## src/rtl/channel_arbiter.sv

```systemverilog
// channel_arbiter
// Round-robin arbiter that shares one blocking channel input among N_REQ
// producers. A granted producer keeps the channel for up to MAX_BURST
// consecutive words. Channel-side outputs are combinational functions of the
// registered arbitration state, so a word is presented with zero latency.
module channel_arbiter #(
    parameter int N_REQ     = 4,
    parameter int WIDTH     = 8,
    parameter int MAX_BURST = 2,
    localparam int IDX_W    = (N_REQ > 1) ? $clog2(N_REQ) : 1
) (
    input  logic                   clk,
    input  logic                   reset,
    input  logic [N_REQ*WIDTH-1:0] req_data,
    input  logic [N_REQ-1:0]       req_valid,
    output logic [N_REQ-1:0]       req_ready,
    output logic [WIDTH-1:0]       ch_data,
    output logic                   ch_valid,
    input  logic                   ch_is_full,
    output logic [IDX_W-1:0]       grant_idx,
    output logic                   locked
);

    localparam int CNT_W = (MAX_BURST > 1) ? $clog2(MAX_BURST) : 1;
    localparam int SUM_W = IDX_W + 1;

    localparam logic [IDX_W-1:0] LAST_IDX = IDX_W'(N_REQ - 1);
    localparam logic [SUM_W-1:0] N_REQ_S  = SUM_W'(N_REQ);
    localparam logic [CNT_W-1:0] CNT_LAST = CNT_W'(MAX_BURST - 1);
    localparam logic [CNT_W-1:0] CNT_ONE  = CNT_W'(1);

    typedef enum logic {IDLE, LOCKED} state_t;

    state_t           state;
    logic [IDX_W-1:0] rr_ptr;
    logic [IDX_W-1:0] owner;
    logic [CNT_W-1:0] cnt;

    logic [WIDTH-1:0] words [N_REQ];
    logic [SUM_W-1:0] scan_idx;
    logic [IDX_W-1:0] sel;
    logic             any_valid;

    logic [N_REQ-1:0] ready_c;
    logic [WIDTH-1:0] data_c;
    logic             valid_c;
    logic [IDX_W-1:0] gidx_c;
    logic             xfer;

    // Index successor that wraps correctly for non-power-of-2 N_REQ.
    function automatic logic [IDX_W-1:0] wrap_inc(input logic [IDX_W-1:0] idx);
        if (idx == LAST_IDX)
            return '0;
        return idx + IDX_W'(1);
    endfunction

    // Unpack the flat requester data bus into one word per requester.
    always_comb begin
        for (int i = 0; i < N_REQ; i++)
            words[i] = req_data[i*WIDTH +: WIDTH];
    end

    // Round-robin scan: walk backwards so the first valid index at or after rr_ptr wins.
    always_comb begin
        sel       = rr_ptr;
        scan_idx  = '0;
        any_valid = |req_valid;
        for (int k = N_REQ - 1; k >= 0; k--) begin
            scan_idx = SUM_W'(rr_ptr) + SUM_W'(k);
            if (scan_idx >= N_REQ_S)
                scan_idx = scan_idx - N_REQ_S;
            if (req_valid[scan_idx[IDX_W-1:0]])
                sel = scan_idx[IDX_W-1:0];
        end
    end

    // Channel-side view of the current grant, before reset masking.
    always_comb begin
        valid_c = 1'b0;
        data_c  = '0;
        ready_c = '0;
        gidx_c  = rr_ptr;
        if (state == IDLE) begin
            if (any_valid) begin
                valid_c      = 1'b1;
                data_c       = words[sel];
                gidx_c       = sel;
                ready_c[sel] = !ch_is_full;
            end
        end else begin
            gidx_c = owner;
            if (req_valid[owner]) begin
                valid_c        = 1'b1;
                data_c         = words[owner];
                ready_c[owner] = !ch_is_full;
            end
        end
    end

    assign xfer = valid_c && !ch_is_full;

    // Reset forces every output quiet so nothing transfers in a reset cycle.
    always_comb begin
        ch_valid  = reset ? valid_c : 1'b0;
        ch_data   = reset ? data_c : '0;
        req_ready = reset ? ready_c : '0;
        grant_idx = reset ? gidx_c : '0;
        locked    = reset ? (state == LOCKED) : 1'b0;
    end

    // Arbitration state machine: burst lock, burst counting and pointer advance.
    always_ff @(posedge clk) begin
        if (!reset) begin
            state  <= IDLE;
            rr_ptr <= '0;
            owner  <= '0;
            cnt    <= '0;
        end else begin
            case (state)
                IDLE: begin
                    if (xfer) begin
                        if (MAX_BURST == 1) begin
                            rr_ptr <= wrap_inc(sel);
                        end else begin
                            state <= LOCKED;
                            owner <= sel;
                            cnt   <= CNT_ONE;
                        end
                    end
                end
                LOCKED: begin
                    if (!req_valid[owner]) begin
                        // Owner went away: give up the lock after a one-cycle bubble.
                        state  <= IDLE;
                        rr_ptr <= wrap_inc(owner);
                        cnt    <= '0;
                    end else if (xfer) begin
                        if (cnt == CNT_LAST) begin
                            state  <= IDLE;
                            rr_ptr <= wrap_inc(owner);
                            cnt    <= '0;
                        end else begin
                            cnt <= cnt + CNT_ONE;
                        end
                    end
                end
                default: begin
                    state <= IDLE;
                end
            endcase
        end
    end

endmodule
```

## config.mk

```make
export PLATFORM = sky130hd
export DESIGN_NAME = channel_arbiter
export DESIGN_NICKNAME = d
export VERILOG_FILES = /design/src/rtl/channel_arbiter.sv
export SDC_FILE = /design/constraint.sdc
export NUM_CORES = 1
export LEC_CHECK = 0
export ABC_AREA = 1
export CORE_MARGIN = 3
export CORE_UTILIZATION = 58
export CTS_BUF_LIST = sky130_fd_sc_hd__clkbuf_16
export CTS_CLUSTER_SIZE = 40
export DETAILED_ROUTE_END_ITERATION = 10
export DONT_BUFFER_PORTS = 1
export PLACE_DENSITY = 0.79
export SYNTH_ARGS = -nofsm -noshare
export SYNTH_HDL_FRONTEND = slang
export SYNTH_SLANG_ARGS = --single-unit
```

## constraint.sdc

```tcl
create_clock -name clk -period 1.65 [get_ports clk]
set_input_delay 0.33 -clock clk [delete_from_list [all_inputs] [get_ports clk]]
set_output_delay 0.33 -clock clk [all_outputs]
set_load 0.005 [all_outputs]
```

==> flow_metrics.tcl <==
set metrics [dict create \
    status "complete, but fails checks" \
    failed_checks "negative setup slack" \
    synth.avg_cell_area_um2 5.38 \
    synth_area_um2 1300 \
    dp_slack_ns -0.348 \
    worst_pin_slew_ns 0.455 \
    critPathKind "reg -> out" \
    synth_top_area_share_pct 23.2 \
    htree_levels 1 \
    fin_ws_ns -0.773 \
    hold_violations 0 \
    grt_pass1_vias 1686 \
    setup_viol 16 \
    crit_path_start_kind "flip-flop" \
    rsz0062_at_grt "true" \
    drtIter0Drc 187 \
    syn_nets 284 \
    num_vias 1999 \
    wl_um 5690 \
    clock.fmax_mhz 413 \
    slowest_delay_ns 0.42 \
    finalMaxSlewViolations 0 \
    fillCellCount 101 \
    wl_per_cell_um 19.9 \
    required_ns 1.32 \
    rows 16 \
    slowest_stage "dfxtp_4" \
    leakagePower_uw 0.000838 \
    ir_worst_vdd_mv 0.993 \
    min_path_type "in -> reg" \
    netlist_instances 241 \
    postPlaceCellArea_um2 1530 \
    seq_area_frac_synth_pct 9.27 \
    cts_hold_buf 0 \
    path_cells "buf_6 -> nand2_2 -> nand2_2 -> nand2_2 -> buf_4 -> nand3_1 -> nand3_1 -> nand2_4 -> buf_6 -> nand3_1 -> nand3_1 -> a21oi_2" \
    fp.dieW_um 53.3 \
    crit_fanout 8 \
    stdcell_area_um2 1850 \
    antennaDiodeCount 0 \
    cts_sinks 6 \
    cts_tree "done" \
    start_util_pct 63.5 \
    grt_pass1_wl_um 7090 \
    drtPass1Iterations 5 \
    r2r_slack_ns -0.11 \
    fin_crit_sh_pct 147 \
    maxSlewHeadroom_pct 69.4 \
    drc 0 \
    cp_common_cell "nand3_1" \
    ys_seq_elements 6 \
    fin_nets 304 \
    post-route-min-period_ns 2.42 \
    stdcell_count 286 \
    gr-total-overflow 0 \
    place_inst 283 \
    grtUsageTotal_pct 33.6 \
    drive_gt1_share_pct 37.8 \
    place.gp.congestion 0.858 \
    via_per_inst 6.99 \
    yosysTopAreaCell "nand3_1" \
    cts.clk_slew.worst_paths_ns 0.03 \
    clock_latency_ns 0.23 \
    dieArea_um2 2840 \
    port-buffer-count 0 \
    worst_ep_arrival_time_ns 2.09 \
    netlist_top_cells_area "nand3_1, nand2_1, a21oi_1" \
    hpwl_um 3180 \
    die-height_um 53.3 \
    synthToLayoutAreaGrowth_pct 42.4 \
    root_buffer "clkbuf_16" \
    skew_ns 0.00151 \
    critPathCaptureType "output pin" \
    max_cap_violations 0 \
    clk_path_buf_depth 2 \
    grt_max_degree 15 \
    yosysWarningCount 0 \
    coreArea_um2 2040 \
    power_uw 1950 \
    postRouteAntennaNets 0 \
    antenna_found_initial 0 \
    p_per_area_nw_per_um2 1060 \
    numCtsBuffers 3 \
    design.portCount 55 \
    yosys.cell_types.count 24 \
]
kinds of logic (layout without fill, tap and decap cells):
group / after synthesis / after routing / share of synthesized area, %
simple gates: 141 / 141 / 51.1
flops: 6 / 6 / 9.27
buf+inv: 34 / 52 / 12.5
compound gates: 56 / 56 / 23.4
fa+ha+maj: 4 / 4 / 3.86
power breakdown:
| part | total, µW | switching [µW] | internal [µW] |
|---|---|---|---|
| combinational | 1360 | 842 | 513 |
| sequential | 203 | 35.5 | 168 |
| clock | 390 | 78.9 | 311 |
registers in the layout, indices dropped and copies added, names as in the netlist:
name / cells
owner: 2
state: 1
cnt: 1
rr_ptr: 2
synth_stat cells:
library cell,count
dfxtp_1,6
nand2_2,2
nor4_1,1
nand2_1,64
nor2_1,6
inv_1,16
clkbuf_1,3
buf_4,1
inv_6,1
nand2_4,4
nand3_1,60
clkinv_1,2
ha_1,4
buf_1,1
a22oi_1,9
inv_2,5
o21ai_1,1
o21ai_0,9
buf_2,2
nand3_4,1
nor3_1,1
nor2_2,2
buf_6,3
a21oi_1,37
what timing repair did:
item,in CTS,in global routing
setup buffers,0,1
endpoints found under the setup margin,15,17
gates resized for setup,24,44
pin swaps,12,27
layout by cell type (no fill, tap or decap), types with 3 or more instances in the layout:
cell       instances
a22oi_1            9
a21oi_1           23
clkbuf_16          3
nor2_1             6
buf_4             19
dfxtp_1            3
o21ai_0            6
nand2_1           51
inv_1             16
buf_6              5
nand2_2           12
nand3_1           38
nand2_4            5
nand3_2           21
a21oi_2           13
ha_1               4
dfxtp_4            3
inv_2              3
per-stage QoR:
stage	hold WS [ns]	util [%]	setup TNS, ns
detailed placement	0.475	74.8	-3.97
CTS	0.230	82.0	-6.09
global placement	0.469	74.8	-3.49
finish	0.233	90.4	-9.29
floorplan	0.444	-	-2.08
global route	0.252	90.4	-10.15
path summary, 6_finish.rpt:
kind	from	to	cells after the start
worst min-delay path	reset	rr_ptr[1]	2
worst min register to register	cnt	cnt	2
worst max register to register	rr_ptr[0]	owner[0]	13
worst max-delay path	rr_ptr[0]	ch_data[7]	12
worst max-delay path, delay by kind of cell, from the launching register on:
| family | cells | cell delay, ns |
|---|---|---|
| and+or+nand+nor | 8 | 0.93 |
| buffers and inverters | 3 | 0.44 |
| DFF | 1 | 0.42 |
| AOI/OAI and AO/OA | 1 | 0.08 |
routing by layer:
| metal | wire [µm] | GRT usage (%) | vias up |
|---|---|---|---|
| li1 | - | - | 863 |
| met1 | 1820 | 42.4 | 882 |
| met4 | 463 | 12.3 | 0 |
| met2 | 2600 | 56.1 | 203 |
| met5 | 0 | 0 | - |
| met3 | 807 | 5.63 | 51 |
cell type report:
type,count,area (µm²),area share [%]
multi-input cells,201,1280,69.4
repair buffers,25,219,11.9
flip-flops and latches,6,131,7.12
inverters,24,105,5.69
clock buffers,3,75.1,4.07
well taps,27,33.8,1.83
Note: power is estimated with default switching activity, not from simulation.
